--- src/rtl/trig_seq_pkg.sv ---
// Shared types and defaults for the trigger sequencer.
package trig_seq_pkg;

  localparam int unsigned DATA_W_DFLT = 16;
  localparam int unsigned CNT_W_DFLT  = 16;
  localparam int unsigned TCNT_W_DFLT = 32;

  // Threshold resets to all ones so the comparator never hits before configuration.
  localparam logic THRSLD_RST_BIT = 1'b1;

  typedef enum logic [1:0] {
    StIdle,
    StArmed,
    StCapture,
    StHoldoff
  } state_e;

endpackage

--- src/rtl/trig_len_counter.sv ---
// Loadable down-counter; a programmed length of 0 is treated as 1.
// o_last flags that a decrement in this cycle consumes the final unit, including the
// cycle in which the counter is loaded.
module trig_len_counter
  import trig_seq_pkg::*;
#(
  parameter int unsigned CNT_W = CNT_W_DFLT
) (
  input  logic             i_clk,
  input  logic             i_rst,
  input  logic             i_load,
  input  logic [CNT_W-1:0] i_len,
  input  logic             i_dec,
  output logic             o_last
);

  logic [CNT_W-1:0] r_cnt;
  logic [CNT_W-1:0] w_eff_len;
  logic [CNT_W-1:0] w_cur;

  // Effective length and the count seen by this cycle (fresh load bypasses the register).
  always_comb begin
    w_eff_len = (i_len == '0) ? CNT_W'(1) : i_len;
    w_cur     = i_load ? w_eff_len : r_cnt;
    o_last    = (w_cur == CNT_W'(1));
  end

  // Count register: load and/or consume one unit.
  always_ff @(posedge i_clk or negedge i_rst) begin
    if (!i_rst) begin
      r_cnt <= '0;
    end else if (i_dec && (w_cur != '0)) begin
      r_cnt <= w_cur - CNT_W'(1);
    end else if (i_load) begin
      r_cnt <= w_cur;
    end
  end

endmodule

--- src/rtl/trigger_sequencer.sv ---
// Threshold-trigger capture sequencer: qualifies comparator hits over a minimum width,
// frames a post-trigger capture window, then waits out a holdoff period.
// Optional feature: define TRIG_TIMESTAMP_EN to add a free-running timestamp and o_trig_ts.
module trigger_sequencer
  import trig_seq_pkg::*;
#(
  parameter int unsigned DATA_W = DATA_W_DFLT,
  parameter int unsigned CNT_W  = CNT_W_DFLT,
  parameter int unsigned TCNT_W = TCNT_W_DFLT
) (
  input  logic              i_clk,
  input  logic              i_rst,
  input  logic              i_cfg_load,
  input  logic [DATA_W-1:0] i_cfg_thrsld,
  input  logic [CNT_W-1:0]  i_cfg_min_w,
  input  logic [CNT_W-1:0]  i_cfg_post_len,
  input  logic [CNT_W-1:0]  i_cfg_holdoff,
  input  logic              i_cfg_cont,
  input  logic              i_arm,
  input  logic              i_abort,
  input  logic              i_s_valid,
  input  logic              i_s_hit,
  input  logic              i_s_sat,
  input  logic [DATA_W-1:0] i_s_data,
  output logic [DATA_W-1:0] o_thrsld,
  output logic              o_cap_valid,
  output logic              o_cap_first,
  output logic              o_cap_last,
  output logic [DATA_W-1:0] o_cap_data,
  output logic              o_trig_pulse,
  output logic              o_busy,
  output logic              o_cfg_err,
  output logic [TCNT_W-1:0] o_trig_cnt,
`ifdef TRIG_TIMESTAMP_EN
  output logic [TCNT_W-1:0] o_trig_ts,
`endif
  output logic [CNT_W-1:0]  o_sat_cnt
);

  state_e            r_state;
  logic [DATA_W-1:0] r_thrsld;
  logic [CNT_W-1:0]  r_min_w;
  logic [CNT_W-1:0]  r_post_len;
  logic [CNT_W-1:0]  r_holdoff;
  logic              r_cont;
  logic [CNT_W-1:0]  r_hit_run;
  logic              r_cap_valid;
  logic              r_cap_first;
  logic              r_cap_last;
  logic [DATA_W-1:0] r_cap_data;
  logic              r_trig_pulse;
  logic              r_busy;
  logic              r_cfg_err;
  logic [TCNT_W-1:0] r_trig_cnt;
  logic [CNT_W-1:0]  r_sat_cnt;

  logic [CNT_W-1:0]  w_min_m1;
  logic              w_trig;
  logic              w_cap_beat;
  logic              w_win_dec;
  logic              w_win_last;
  logic              w_win_end;
  logic              w_ho_dec;
  logic              w_ho_last;

  // Qualification and window-framing decode for the current cycle.
  always_comb begin
    w_min_m1   = (r_min_w == '0) ? '0 : r_min_w - CNT_W'(1);
    w_trig     = (r_state == StArmed) && i_s_valid && i_s_hit && (r_hit_run == w_min_m1)
                 && !i_abort;
    w_cap_beat = (r_state == StCapture) && i_s_valid && !i_abort;
    w_win_dec  = w_trig || w_cap_beat;
    w_win_end  = w_win_dec && w_win_last;
    w_ho_dec   = (r_state == StHoldoff) && !i_abort;
  end

  trig_len_counter #(
    .CNT_W (CNT_W)
  ) u_win_cnt (
    .i_clk  (i_clk),
    .i_rst  (i_rst),
    .i_load (w_trig),
    .i_len  (r_post_len),
    .i_dec  (w_win_dec),
    .o_last (w_win_last)
  );

  trig_len_counter #(
    .CNT_W (CNT_W)
  ) u_holdoff_cnt (
    .i_clk  (i_clk),
    .i_rst  (i_rst),
    .i_load (w_win_end),
    .i_len  (r_holdoff),
    .i_dec  (w_ho_dec),
    .o_last (w_ho_last)
  );

  // Sequencer FSM, configuration shadow registers and all registered outputs.
  always_ff @(posedge i_clk or negedge i_rst) begin
    if (!i_rst) begin
      r_state      <= StIdle;
      r_thrsld     <= {DATA_W{THRSLD_RST_BIT}};
      r_min_w      <= CNT_W'(1);
      r_post_len   <= CNT_W'(1);
      r_holdoff    <= CNT_W'(1);
      r_cont       <= 1'b0;
      r_hit_run    <= '0;
      r_cap_valid  <= 1'b0;
      r_cap_first  <= 1'b0;
      r_cap_last   <= 1'b0;
      r_cap_data   <= '0;
      r_trig_pulse <= 1'b0;
      r_busy       <= 1'b0;
      r_cfg_err    <= 1'b0;
      r_trig_cnt   <= '0;
      r_sat_cnt    <= '0;
    end else begin
      r_cap_valid  <= 1'b0;
      r_cap_first  <= 1'b0;
      r_cap_last   <= 1'b0;
      r_trig_pulse <= 1'b0;
      r_cfg_err    <= 1'b0;

      if (i_cfg_load) begin
        if (r_state == StIdle) begin
          r_thrsld   <= i_cfg_thrsld;
          r_min_w    <= i_cfg_min_w;
          r_post_len <= i_cfg_post_len;
          r_holdoff  <= i_cfg_holdoff;
          r_cont     <= i_cfg_cont;
        end else begin
          r_cfg_err <= 1'b1;
        end
      end

      if (i_abort) begin
        r_state <= StIdle;
        r_busy  <= 1'b0;
      end else begin
        unique case (r_state)
          StIdle: begin
            if (i_arm) begin
              r_state   <= StArmed;
              r_busy    <= 1'b1;
              r_hit_run <= '0;
            end
          end
          StArmed: begin
            if (w_trig) begin
              r_cap_valid  <= 1'b1;
              r_cap_first  <= 1'b1;
              r_cap_last   <= w_win_end;
              r_cap_data   <= i_s_data;
              r_trig_pulse <= 1'b1;
              r_trig_cnt   <= r_trig_cnt + TCNT_W'(1);
              r_sat_cnt    <= CNT_W'(i_s_sat);
              r_hit_run    <= '0;
              r_state      <= w_win_end ? StHoldoff : StCapture;
            end else if (i_s_valid) begin
              r_hit_run <= i_s_hit ? r_hit_run + CNT_W'(1) : '0;
            end
          end
          StCapture: begin
            if (w_cap_beat) begin
              r_cap_valid <= 1'b1;
              r_cap_last  <= w_win_end;
              r_cap_data  <= i_s_data;
              if (i_s_sat && (r_sat_cnt != '1)) begin
                r_sat_cnt <= r_sat_cnt + CNT_W'(1);
              end
              if (w_win_end) begin
                r_state <= StHoldoff;
              end
            end
          end
          StHoldoff: begin
            if (w_ho_last) begin
              if (r_cont) begin
                r_state   <= StArmed;
                r_hit_run <= '0;
              end else begin
                r_state <= StIdle;
                r_busy  <= 1'b0;
              end
            end
          end
          default: begin
            r_state <= StIdle;
            r_busy  <= 1'b0;
          end
        endcase
      end
    end
  end

`ifdef TRIG_TIMESTAMP_EN
  logic [TCNT_W-1:0] r_ts;
  logic [TCNT_W-1:0] r_trig_ts;

  // Free-running timestamp; captured on the qualifying sample's cycle.
  always_ff @(posedge i_clk or negedge i_rst) begin
    if (!i_rst) begin
      r_ts      <= '0;
      r_trig_ts <= '0;
    end else begin
      r_ts <= r_ts + TCNT_W'(1);
      if (w_trig) begin
        r_trig_ts <= r_ts;
      end
    end
  end

  assign o_trig_ts = r_trig_ts;
`else
  // Timestamp hardware is not built in this configuration.
`endif

  assign o_thrsld     = r_thrsld;
  assign o_cap_valid  = r_cap_valid;
  assign o_cap_first  = r_cap_first;
  assign o_cap_last   = r_cap_last;
  assign o_cap_data   = r_cap_data;
  assign o_trig_pulse = r_trig_pulse;
  assign o_busy       = r_busy;
  assign o_cfg_err    = r_cfg_err;
  assign o_trig_cnt   = r_trig_cnt;
  assign o_sat_cnt    = r_sat_cnt;

endmodule
--- config.mk ---
export PLATFORM = sky130hd
export DESIGN_NAME = trigger_sequencer
export DESIGN_NICKNAME = d
export VERILOG_FILES = /design/src/rtl/trig_seq_pkg.sv /design/src/rtl/trig_len_counter.sv /design/src/rtl/trigger_sequencer.sv
export SDC_FILE = /design/constraint.sdc
export NUM_CORES = 1
export LEC_CHECK = 0
export CORE_UTILIZATION = 30
export CTS_CLUSTER_SIZE = 20
export DETAILED_ROUTE_END_ITERATION = 6
export PLACE_DENSITY = 0.61
export SETUP_SLACK_MARGIN = 0.02
export SLEW_MARGIN = 40
export SYNTH_ARGS = -nofsm -noshare
export SYNTH_HDL_FRONTEND = slang
export SYNTH_SLANG_ARGS = --single-unit
--- constraint.sdc ---
create_clock -name i_clk -period 7.4 [get_ports i_clk]
set_input_delay 1.11 -clock i_clk [delete_from_list [all_inputs] [get_ports i_clk]]
set_output_delay 1.11 -clock i_clk [all_outputs]
set_load 0.02 [all_outputs]
==> qor.csv <==
stage,metric,value,unit
logic_synthesis,Synth Area per Inst,10.3,µm²
drt,Vias,8062,
outcome,status,completed,
critical_path,max incr delay on CP,650,ps
critical_path,critical path class,reg2reg,
min_path,hold depth,1,
grt,initial antenna violation count,1,
timing,final setup fails,0,
timing,Slew @ Worst Pin,710,ps
timing,Slew headroom,0.527,
critical_path,nature of the critical path endpoint,register,
logic_synthesis,Synth Flop Type,dfrtp_1,
pwr,Cell Pwr Density,316,nW/µm²
logic_synthesis,"FFs w/ async S/R, synth",1.00,
pwr,Max VDD drop,185,µV
floorplan,area of the core,32900,µm²
placement,IO Port Bufs,174,
pwr,Flop pwr share,0.415,
timing,minimum clock period,6430,ps
drt,drt via density,5.02,
logic_synthesis,Unique masters post-synth,69,
cells_and_area,Nets,1254,
critical_path,critical path data required time,7710,ps
clock_network,CTS H-tree depth,4,
grt,vias in the first global route,8122,
floorplan,die footprint,34600,µm²
critical_path,crit-path max FO,18,
drt,Routed WL per cell,15.6,µm
clock_network,clock transition at the registers of the reported paths,70,ps
grt,largest net degree at the start of global routing,69,
grt,gr usage total,0.153,
cells_and_area,area delta synth->final,27.7,%
critical_path,crit-path most repeated cell,nor4_1,
logic_synthesis,Synthesis Warnings,0,
clock_network,cts hold-fix bufs,0,
clock_network,Max Buffers Root-to-Sink,2,
drt,drt pass-1 iters,4,
clock_network,Clock Tree Root,clkbuf_16,
timing,RSZ-0062 raised after global routing,no,
logic_synthesis,Synth Register Bits,184,
floorplan,row count,66,
grt,first-pass GRT wire length,41800,µm
timing,Final period util,0.869,
pwr,Net Sw Frac,0.374,
critical_path,Critical R2R Capture,r_hit_run[9]$_DFFE_PN0P_,
job,max-cap check violation count,0,
clock_network,Clock Sinks,184,
min_path,WHS Endpoint,o_trig_cnt[31]$_DFFE_PN0P_,
drt,First DRT Iteration DRCs,429,
logic_synthesis,synthesized area,10100,µm²
drt,DRC,0,
critical_path,critical path arrival,6740,ps
cells_and_area,antenna cells,0,
drt,post-detailed-route count of antenna-violating nets,0,
clock_network,cts repair resizes,0,
timing,setup TNS,0,ps
cells_and_area,most frequent cells in the layout,"clkdlybuf4s50_1, dfrtp_1, mux2_2",
min_path,path type of the worst min-delay path,reg2reg,
floorplan,I/O pin cnt,175,
cells_and_area,fillers,3250,
floorplan,die height,186,µm
critical_path,Slowest cell on crit path,nor4_1,
clock_network,Skew-Pair Late Insertion Delay,460,ps
placement,GPL Wtd Cong,0.850,
logic_synthesis,"EDFF count, synth",0,
critical_path,r2r worst-path depth,21,
pwr,Logic pwr share,0.365,
drt,final wirelength,25000,µm
pwr,internal power,2.56,mW
min_path,Worst Min Path Start,o_trig_cnt[31]$_DFFE_PN0P_,
timing,fmax,155,MHz
critical_path,Worst setup SP type,register,
clock_network,CTS tree,yes,
critical_path,"critical path, cell by cell",nor4_1 -> nand2_1 -> nor4_1 -> xor2_1 -> mux2_2 -> nor4_1 -> nand4_1 -> buf_4 -> a21oi_1 -> ha_1 -> nand4_1 -> mux2_2 -> or3_1 -> o21ai_0 -> inv_1 -> ha_1 -> o2111a_1 -> a21oi_2 -> buf_4 -> or2_1 -> o21ai_0,
pwr,Clk pwr share,0.220,
clock_network,Post-CTS Setup Bufs,0,
logic_synthesis,Synthesized Nets,1088,
timing,Clock Skews,16.0,ps
critical_path,RR Startpoint,r_min_w[5]$_DFFE_PN0P_,
timing,Slew Limit Fails,0,
critical_path,r2r setup slk,970,ps
placement,HPWL Detailed,18200,µm
grt,GR Overflow Total,0,
logic_synthesis,cells after synthesis,984,
clock_network,TritonCTS buffer count,17,
pwr,Pleak,5.05,nW
floorplan,initial core utilization,0.308,
cells_and_area,layout cells sized above 1,0.154,
cells_and_area,"most common cell after layout, fill and taps aside",clkdlybuf4s50_1,
pwr,switching pwr,1.53,mW
floorplan,die width,186,µm
timing,Final Hold Viols,0,
timing,WHS,482,ps
logic_synthesis,register area share after synthesis,0.456,
-- power by group through the flow --
stage / clock network, mW / logic [mW] / registers [mW]
floorplan: 0 / 0.959 / 1.69
global placement: 0 / 1.47 / 1.70
detailed placement: 0 / 1.50 / 1.71
CTS: 0.936 / 1.51 / 1.69
global route: 0.975 / 1.64 / 1.74
finish: 0.901 / 1.49 / 1.70
-- per-layer routing --
metal	wire, µm	vias up	track usage
li1	-	3846	-
met1	10900	3978	0.185
met2	12400	203	0.262
met3	1310	33	0.0389
met4	415	2	0.0521
met5	12	-	0
-- worst max path at each step --
stage	start	endpoint	slack (ps)	cells past startpoint
finish	r_min_w[5]$_DFFE_PN0P_	r_hit_run[9]$_DFFE_PN0P_	970	21
global route	r_min_w[5]$_DFFE_PN0P_	r_hit_run[4]$_DFFE_PN0P_	310	21
CTS	r_min_w[1]$_DFFE_PN0P_	r_hit_run[9]$_DFFE_PN0P_	1000	24
detailed placement	i_abort	r_hit_run[3]$_DFFE_PN0P_	840	21
global placement	i_abort	r_hit_run[7]$_DFFE_PN0P_	1140	21
floorplan	r_min_w[0]$_DFFE_PN1P_	u_holdoff_cnt.r_cnt[8]$_DFFE_PN0P_	1190	26
-- critical path, delay by kind of cell, from the launching register on --
family	cells	cell delay (ps)
multiplexers	2	840
adder cells (fa/ha/maj)	2	480
AO/OA/AOI/OAI	5	990
buffers and inverters	3	510
AND/OR/NAND/NOR	8	2710
XOR/XNOR	1	190
flip-flops	1	570
-- cell families (layout without fill, tap and decap cells) --
kind of cell	count (synthesis)	count (layout)	synth area share
DFF	184	184	0.456
xor gates and xnor gates	97	97	0.0851
AOI/OAI and AO/OA	119	119	0.0754
adders and majority gates	15	15	0.0185
and+or+nand+nor	383	383	0.205
muxes	123	123	0.132
buffers and inverters	63	242	0.0274
-- per-stage QoR --
step           instances  worst slack [ps]   util  instance area, µm²  power, mW
2_1_floorplan        984              1190      -               10100       2.65
6_report            1605               967  0.393               13000       4.09
3_5_place_dp        1573               845  0.376               12400       3.21
5_1_grt             1605               310  0.393               13000       4.36
3_3_place_gp        1573              1140  0.375               12400       3.17
4_1_cts             1605              1000  0.393               12900       4.13
-- sequential cells by signal, indices dropped and copies added (netlist names) --
register             cells
r_state                  2
r_holdoff               16
u_holdoff_cnt.r_cnt     16
o_busy                   1
o_cap_data              16
o_cfg_err                1
r_hit_run               16
u_win_cnt.r_cnt         16
o_trig_cnt              32
r_cont                   1
o_trig_pulse             1
r_min_w                 16
o_cap_valid              1
o_cap_last               1
o_thrsld                16
r_post_len              16
o_sat_cnt               16
-- layout make-up --
cell class,instances,area (µm²),area share
timing repair buffer,186,1840,0.142
multi-input combinational,737,5280,0.407
tap,442,553,0.0427
clock buffer,18,439,0.0339
sequential,184,4630,0.357
inverter,24,90.1,0.00695
clock inverter,14,130,0.0100
-- synthesized netlist by cell type, types with 25 or more instances --
library cell | number | area share
and3_1 | 25 | 0.015
clkbuf_1 | 27 | 0.010
nand2_1 | 62 | 0.023
nand2b_1 | 28 | 0.017
xor2_1 | 27 | 0.023
xnor2_1 | 69 | 0.060
nor2_1 | 84 | 0.031
o21ai_0 | 45 | 0.022
nor3_1 | 40 | 0.020
nand3_1 | 29 | 0.014
or3_1 | 25 | 0.015
dfrtp_1 | 165 | 0.41
mux2i_1 | 35 | 0.035
mux2_2 | 88 | 0.098
Note: power is estimated with default switching activity, not from simulation.
